`src/rtl/mult_seq_pkg.sv`:
```
// Shared definitions for the sequential multiplier: FSM encoding, default
// operand width and the iteration-counter width helper.
package Pkg_Global;

  localparam int N_DEFAULT = 4;

  typedef enum logic [1:0] {
    IDLE = 2'd0,
    RUN  = 2'd1,
    DONE = 2'd2
  } state_t;

  // Counter must index iterations 0..n-1.
  function automatic int cnt_w(input int n);
    return (n < 2) ? 1 : $clog2(n);
  endfunction

endpackage

```
`src/rtl/mult_seq_bit_counter.sv`:
```
// bit_counter: up-counter with synchronous clear/enable, async active-low
// reset, and a flag that is high while the count equals TC.
module bit_counter #(
  parameter int           W  = 2,
  parameter logic [W-1:0] TC = '1
) (
  input  logic         clk,
  input  logic         rst,
  input  logic         i_clr,
  input  logic         i_en,
  output logic [W-1:0] o_count,
  output logic         o_tc
);

  logic [W-1:0] r_count;

  // Count enabled cycles; clear has priority over enable.
  always_ff @(posedge clk or negedge rst) begin
    if (!rst)       r_count <= '0;
    else if (i_clr) r_count <= '0;
    else if (i_en)  r_count <= r_count + 1'b1;
  end

  assign o_count = r_count;
  assign o_tc    = (r_count == TC);

endmodule

```
`src/rtl/mult_seq.sv`:
```
// mult_seq: shift-add multiplier, one iteration per cycle, N iterations.
// Start-to-done latency N+1 cycles; product held until the next completion.
// Build option MULT_SEQ_SIGNED_EN: two's-complement operands (magnitude
// loop plus final conditional negation); undefined gives an unsigned build.
module mult_seq
  import Pkg_Global::*;
#(
  parameter int N = N_DEFAULT
) (
  input  logic           clk,
  input  logic           rst,
  input  logic           start,
  input  logic [N-1:0]   multiplicand,
  input  logic [N-1:0]   multiplier,
  output logic [2*N-1:0] product,
  output logic           done,
  output logic           busy
);

  localparam int CW = cnt_w(N);
  localparam int PW = 2 * N;

  state_t        r_state;
  logic [PW-1:0] r_mcand;
  logic [N-1:0]  r_mplr;
  logic [PW-1:0] r_acc;
  logic [PW-1:0] r_product;
  logic          r_done;
  logic          r_busy;

  logic [N-1:0]  w_opa;
  logic [N-1:0]  w_opb;
  logic [PW-1:0] w_acc_next;
  logic [PW-1:0] w_result;
  logic [CW-1:0] w_cnt;
  logic          w_tc;

`ifdef MULT_SEQ_SIGNED_EN
  logic r_neg;
  logic w_neg;

  // Magnitudes fit unsigned in N bits, including the most negative value.
  assign w_opa = multiplicand[N-1] ? (~multiplicand + {{(N-1){1'b0}}, 1'b1}) : multiplicand;
  assign w_opb = multiplier[N-1]   ? (~multiplier   + {{(N-1){1'b0}}, 1'b1}) : multiplier;
  assign w_neg = multiplicand[N-1] ^ multiplier[N-1];
  assign w_result = r_neg ? (~w_acc_next + {{(PW-1){1'b0}}, 1'b1}) : w_acc_next;

  // Sign of the result, captured alongside the operands.
  always_ff @(posedge clk or negedge rst) begin
    if (!rst)                         r_neg <= 1'b0;
    else if (r_state == IDLE && start) r_neg <= w_neg;
  end
`else
  assign w_opa    = multiplicand;
  assign w_opb    = multiplier;
  assign w_result = w_acc_next;
`endif

  // Accumulator value after the current iteration's conditional add.
  assign w_acc_next = r_mplr[0] ? (r_acc + r_mcand) : r_acc;

  // Iteration counter: held clear while idle, advances once per RUN cycle.
  bit_counter #(
    .W  (CW),
    .TC (CW'(N - 1))
  ) u_cnt (
    .clk     (clk),
    .rst     (rst),
    .i_clr   (r_state == IDLE),
    .i_en    (r_state == RUN),
    .o_count (w_cnt),
    .o_tc    (w_tc)
  );

  // Iteration index is kept for debug visibility only.
  logic w_unused_cnt;
  assign w_unused_cnt = ^w_cnt;

  // Control FSM with datapath registers and registered outputs.
  always_ff @(posedge clk or negedge rst) begin
    if (!rst) begin
      r_state   <= IDLE;
      r_mcand   <= '0;
      r_mplr    <= '0;
      r_acc     <= '0;
      r_product <= '0;
      r_done    <= 1'b0;
      r_busy    <= 1'b0;
    end else begin
      r_done <= 1'b0;
      case (r_state)
        IDLE: begin
          if (start) begin
            r_mcand <= {{N{1'b0}}, w_opa};
            r_mplr  <= w_opb;
            r_acc   <= '0;
            r_busy  <= 1'b1;
            r_state <= RUN;
          end
        end
        RUN: begin
          r_acc   <= w_acc_next;
          r_mcand <= r_mcand << 1;
          r_mplr  <= r_mplr >> 1;
          if (w_tc) begin
            r_product <= w_result;
            r_done    <= 1'b1;
            r_state   <= DONE;
          end
        end
        DONE: begin
          r_busy  <= 1'b0;
          r_state <= IDLE;
        end
        default: begin
          r_busy  <= 1'b0;
          r_state <= IDLE;
        end
      endcase
    end
  end

  assign product = r_product;
  assign done    = r_done;
  assign busy    = r_busy;

endmodule

```
`config.mk`:
```
export PLATFORM = sky130hd
export DESIGN_NAME = mult_seq
export DESIGN_NICKNAME = d
export VERILOG_FILES = /design/src/rtl/mult_seq_pkg.sv /design/src/rtl/mult_seq_bit_counter.sv /design/src/rtl/mult_seq.sv
export SDC_FILE = /design/constraint.sdc
export NUM_CORES = 1
export LEC_CHECK = 0
export CAP_MARGIN = 20
export CORE_ASPECT_RATIO = 0.9
export CORE_MARGIN = 1.5
export CORE_UTILIZATION = 50
export DETAILED_ROUTE_END_ITERATION = 12
export PLACE_DENSITY = 0.85
export REMOVE_ABC_BUFFERS = 1
export SLEW_MARGIN = 20
export SYNTH_ARGS = -nofsm -noshare
export SYNTH_HDL_FRONTEND = slang
export SYNTH_SLANG_ARGS = --single-unit
```
`constraint.sdc`:
```
create_clock -name clk -period 4.28 [get_ports clk]
set_input_delay 0.428 -clock clk [delete_from_list [all_inputs] [get_ports clk]]
set_output_delay 0.428 -clock clk [all_outputs]
set_load 0.02 [all_outputs]
```
==> results.toml, run 1 <==
[sta]
worst_slew_pin_slew_ps = 916
grt_setup_unrepaired = "false"
setup_slack_ps = 2090
report.final.slew_viol_count = 0
final.period_utilization_pct = 51.2
max_freq_mhz = 456
period_needed_ps = 2190
timing.slew.headroom_pct = 38.8
finalSetupViolCount = 0
finalHoldViolCount = 0
skew_ps = 3.80
tns_ps = 0

[routing]
wl_per_cell_um = 15.8
drtIter0Drc = 96
route.final.wire_length_um = 3600
vias_per_cell = 5.83
vias = 1323
dr.pass1.iters = 4
drc = 0
ant_nets = 0

[global_route]
grt_max_degree = 35
grt_first_pass_wirelength_um = 6200
grt_pass1_vias = 1291
grt_usage_pct = 22.8
grt-ovfl-total = 0
antenna_found_initial = 0

[worst_setup_path]
critPathMaxStageDelay_ps = 430
path_delay_family = "compound AO/OA/AOI/OAI gates"
critPathArrivalTime_ps = 2350
path_buf_inv = 0
rr_startpoint = "r_mcand[0]"
endpoint_kind = "register"
cp_num_cells = 7
required_ps = 4440
timing.rr.end = "r_acc[6]"
cp_slowest_cell = "dfrtp_1"
crit_path_cell_trace = "ha_1 > fa_1 > a21o_1 > a31o_2 > a21oi_1 > xor2_1 > o21ai_0"
timing_worst_setup_path_type = "reg2reg"
start_kind = "register"
crit_fanout = 4
r2r_cells = 7
ff2ff_setup_slack_ps = 2090

[logic_synthesis]
synth.largest_area_cell = "dfrtp_1"
synth_warnings = 0
synth_ff_type = "dfrtp_1"
synth_enable_flop_cells = 0
netlist.area_leader.share_pct = 50.7
postSynth.asyncResetShare_pct = 100
syn_inst = 165
synth_seq_cells = 34
yosysSeqAreaShare_pct = 50.7
synthTopCellsByArea = "dfrtp_1, ha_1, o21ai_0, a22o_1, a21oi_1"
syn_area_per_cell_um2 = 10.2
syn-cell-area_um2 = 1680
ys_types = 32

[cts]
cts-root-buf = "clkbuf_8"
clk_path_buf_depth = 2
tritoncts = "done"
hold_buffers = 0
post_cts_buffers = 0
clk_latency_ps = 290
htree_levels = 2
cts_resized = 0
path_clk_slew_ps = 70
cts_sinks = 34
cts_made_buffers = 5

[hold_path]
hold_class = "reg2reg"
holdPathEnd = "product[2]"
min_from = "product[2]"
hold_path_depth = 2

[floorplan]
dieArea_um2 = 3720
rows = 19
design.core.area_um2 = 3140
die_x_um = 64.1
ios = 21
initial_core_util_pct = 53.5
die_y_um = 58.0

[place]
place_hpwl_um = 2570
routabilityCongestion = 0.830
io_buffers = 20
post-place-ws_ps = 2000
place_area_um2 = 1910

[final_layout]
fin_area_um2 = 2000
layout.nets = 206
diodes = 0
area_growth_pct = 18.9
drive_above_1_share_pct = 4.86

[job]
maxCapViolations = 0

[power]
power_density_nw_per_um2 = 708
vdd_drop_max_mv = 0.292
leakage_nw = 0.949
p_total_mw = 1.41

[outcome]
status = "finished, final reports clean"
-- cells by family (layout without fill, tap and decap cells) --
group	after synthesis	count (layout)	synth area share, %
adders and majority gates	9	9	7.15
buffers and inverters	12	32	2.91
xor gates and xnor gates	5	5	2.61
muxes	6	6	3.58
and+or+nand+nor	42	42	11.8
DFF	34	34	50.7
AOI/OAI and AO/OA	57	57	21.2
-- sequential cells by signal (all words and copies together), names as in the netlist --
name / cells
busy: 1
u_cnt.o_count: 2
r_mplr: 4
done: 1
r_mcand: 8
r_acc: 8
r_state: 2
product: 8
-- per-layer routing --
layer | wire, um | vias up | track usage, %
met5 | 0 | - | 0
met4 | 70 | 0 | 12.1
met3 | 164 | 10 | 5.24
met2 | 1720 | 37 | 35.4
met1 | 1640 | 649 | 30.0
li1 | - | 627 | -
-- power by group --
| group | switching [mW] | internal [mW] | leakage [nW] | total [mW] |
|---|---|---|---|---|
| Sequential | 0.117 | 0.444 | 0.444 | 0.561 |
| Combinational | 0.344 | 0.274 | 0.462 | 0.618 |
| Clock | 0.110 | 0.124 | 0.0431 | 0.234 |
| Total | 0.571 | 0.842 | 0.949 | 1.41 |
-- area by class of cell --
class                   count  area (um2)
inverters                   4        15.0
repair buffers             22         215
well taps                  42        52.6
fillers                   264        1140
flip-flops and latches     34         851
multi-input cells         119         779
clock buffers               6        82.6
-- worst max path at each step --
stage                     slack [ps]    endpoint        from
after floorplan                 2300  product[5]  r_state[1]
after global placement          2130    r_acc[4]       start
after detailed placement        2000    r_acc[6]       start
after CTS                       2110    r_acc[6]  r_mcand[0]
after global routing            1970  product[6]  r_mcand[0]
final                           2090    r_acc[6]  r_mcand[0]
-- worst reg2reg max path, cell delays in order (launching register included) --
cell and delay (ps):
dfrtp_1 430, ha_1 260, fa_1 420, a21o_1 200, a31o_2 250, a21oi_1 170
xor2_1 190, o21ai_0 140
-- layout by cell type, fill, tap and decap left out, types with 3 or more instances in the layout --
| master | count |
|---|---|
| clkdlybuf4s50_1 | 20 |
| inv_1 | 4 |
| xor2_1 | 3 |
| a22o_1 | 9 |
| clkbuf_8 | 6 |
| a31oi_1 | 3 |
| ha_1 | 8 |
| dfrtp_1 | 34 |
| o21ai_0 | 18 |
| mux2i_1 | 6 |
| nand2_1 | 20 |
| nor2_1 | 6 |
| nor2b_1 | 6 |
| a21o_1 | 4 |
| a21oi_1 | 15 |
-- stage by stage --
| step | util (%) | instances | hold WS [ps] |
|---|---|---|---|
| 5_1_grt | 63.6 | 227 | 535 |
| 3_3_place_gp | 61.0 | 221 | 467 |
| 6_report | 63.6 | 227 | 492 |
| 3_5_place_dp | 61.0 | 221 | 487 |
| 4_1_cts | 63.6 | 227 | 501 |
| 2_1_floorplan | - | 157 | 132 |
-- synthesized netlist by cell type (2+ instances only) --
library cell	count
dfrtp_1	34
nand2_1	20
o21ai_0	18
a21oi_1	15
a22o_1	9
ha_1	8
mux2i_1	6
nor2_1	6
nor2b_1	6
clkbuf_1	5
a21o_1	4
inv_1	4
a31oi_1	3
buf_2	3
xor2_1	3
a22oi_1	2
and3_1	2
nand3_1	2
xnor2_1	2
Note: power is estimated with default switching activity, not from simulation.
==> inputs of run 2 (changes only) <==
--- a/config.mk
+++ b/config.mk
@@ -8,9 +8,9 @@
 export CAP_MARGIN = 20
 export CORE_ASPECT_RATIO = 0.9
 export CORE_MARGIN = 1.5
-export CORE_UTILIZATION = 50
+export CORE_UTILIZATION = 49
 export DETAILED_ROUTE_END_ITERATION = 12
-export PLACE_DENSITY = 0.85
+export PLACE_DENSITY = 0.87
 export REMOVE_ABC_BUFFERS = 1
 export SLEW_MARGIN = 20
 export SYNTH_ARGS = -nofsm -noshare
==> constraint.sdc (replaced) <==
create_clock -name clk -period 2 [get_ports clk]
set_input_delay 0.2 -clock clk [delete_from_list [all_inputs] [get_ports clk]]
set_output_delay 0.2 -clock clk [all_outputs]
set_load 0.02 [all_outputs]
==> run 2 against run 1 <==
Net effect: via count up 5.3%; clock-buffer cell count unchanged; largest power group unchanged; critical path type unchanged; the flow now finishes with violations (setup timing); final cell count up 5.7%.
==> results.toml, run 2 (synthesis results as in run 1) <==
[sta]
report.final.slew_viol_count = 0
max_freq_mhz = 488
final.period_utilization_pct = 102
setup_slack_ps = -48.5
worst_slew_pin_slew_ps = 422
finalHoldViolCount = 0
finalSetupViolCount = 2
grt_setup_unrepaired = "true"
timing.slew.headroom_pct = 71.9
skew_ps = 7.26
period_needed_ps = 2050

[routing]
vias = 1393
ant_nets = 0
route.final.wire_length_um = 3930
wl_per_cell_um = 16.4
drc = 0
vias_per_cell = 5.80
dr.pass1.iters = 5
drtIter0Drc = 99

[worst_setup_path]
r2r_cells = 6
start_kind = "register"
required_ps = 2220
rr_startpoint = "r_mcand[4]"
crit_fanout = 4
endpoint_kind = "register"
ff2ff_setup_slack_ps = -50
critPathArrivalTime_ps = 2270
timing.rr.end = "r_acc[7]"
timing_worst_setup_path_type = "reg2reg"

[power]
leakage_nw = 1.01
power_density_nw_per_um2 = 1510
vdd_drop_max_mv = 0.784

[floorplan]
design.core.area_um2 = 3160
die_x_um = 64.7
dieArea_um2 = 3790
die_y_um = 58.5
rows = 19
initial_core_util_pct = 53.1
ios = 21

[final_layout]
layout.nets = 219
diodes = 0
stdcell_count = 240
num-fill-cells = 248
drive_above_1_share_pct = 14.6
area_growth_pct = 27.1
layout_commonest_cell = "dfrtp_1"
postLayoutCoreUtil_pct = 67.5
final_cell_mix = "dfrtp_1, nand2_1, clkdlybuf4s50_1, o21ai_0, buf_4"

[place]
place_hpwl_um = 2630
routabilityCongestion = 0.903
io_buffers = 20
place_inst = 229

[global_route]
grt_first_pass_wirelength_um = 6340
grt_max_degree = 35
grt_usage_pct = 22.7
grt-ovfl-total = 0
antenna_found_initial = 0
grt_pass1_vias = 1393

[cts]
cts_made_buffers = 5
tritoncts = "done"
cts-root-buf = "clkbuf_8"
hold_buffers = 0
clk_latency_ps = 290
cts_sinks = 34
clk_path_buf_depth = 2
htree_levels = 2
path_clk_slew_ps = 70

[outcome]
violations = "setup timing"
status = "complete, but fails checks"

[job]
maxCapViolations = 0

[hold_path]
hold_class = "in2async"
-- run 2: cell types whose count changed in the layout (fill, tap and decap cells not counted) --
cell     previous run  this run
buf_4               2        15
a21oi_1            15        12
a21oi_2             0         3
ha_1                8         5
ha_4                0         2
o21ai_0            18        16
o21ai_1             0         2
fa_1                1         0
fa_2                0         1
ha_2                0         1
-- run 2: per-layer routing --
layer  global-route usage [%]  share of wire [%]  up-vias
li1                         -                  -      655
met1                     25.7                 42      682
met2                     38.6                 51       47
met3                     5.54                4.5        9
met4                     14.9                2.4        0
met5                        0                  0        -
-- run 2: where the power goes --
part	total [mW]	internal [mW]	switching [mW]
Clock	0.499	0.265	0.234
Sequential	1.20	0.950	0.252
Combinational	1.53	0.721	0.805
-- run 2: worst max path at each step --
stage,to,startpoint
after global placement,product[6],r_mcand[0]
after global routing,r_acc[7],r_mcand[4]
after CTS,r_acc[7],r_acc[4]
after detailed placement,r_acc[7],r_mcand[4]
final,r_acc[7],r_mcand[4]
after floorplan,product[5],r_state[1]
-- run 2: critical path, cell delays in order, from the launching register on --
cell and delay (ps):
dfrtp_1 390, ha_1 320, a21o_1 210, a31o_1 240
o21a_1 210, or4b_1 490, nand3_1 110
-- run 2: what timing repair did --
| action | in CTS | in global routing |
|---|---|---|
| resized for setup | 3 | 6 |
| endpoints found under the setup margin | 4 | 4 |
| pin swaps | 3 | 10 |
| buffers inserted | 1 | 4 |
-- run 2: area by class of cell --
cell class / instances / area (um2) / area share (%)
flip-flops and latches: 34 / 851 / 39.9
multi-input cells: 119 / 821 / 38.5
repair buffers: 35 / 313 / 14.7
clock buffers: 6 / 82.6 / 3.87
well taps: 42 / 52.6 / 2.46
inverters: 4 / 15.0 / 0.703
-- run 2: metrics by stage --
step	cell area (um2)	total power [mW]	setup TNS, ps	hold WS (ps)	setup slack (ps)
2_1_floorplan	1650	2.02	0	-95.6	16.1
3_3_place_gp	1970	2.52	0	461	48.3
3_5_place_dp	1970	2.60	-93.4	471	-28.7
4_1_cts	2070	3.13	-5.87	326	-5.87
5_1_grt	2130	3.44	-142	353	-77.0
6_report	2130	3.23	-80.2	320	-48.5
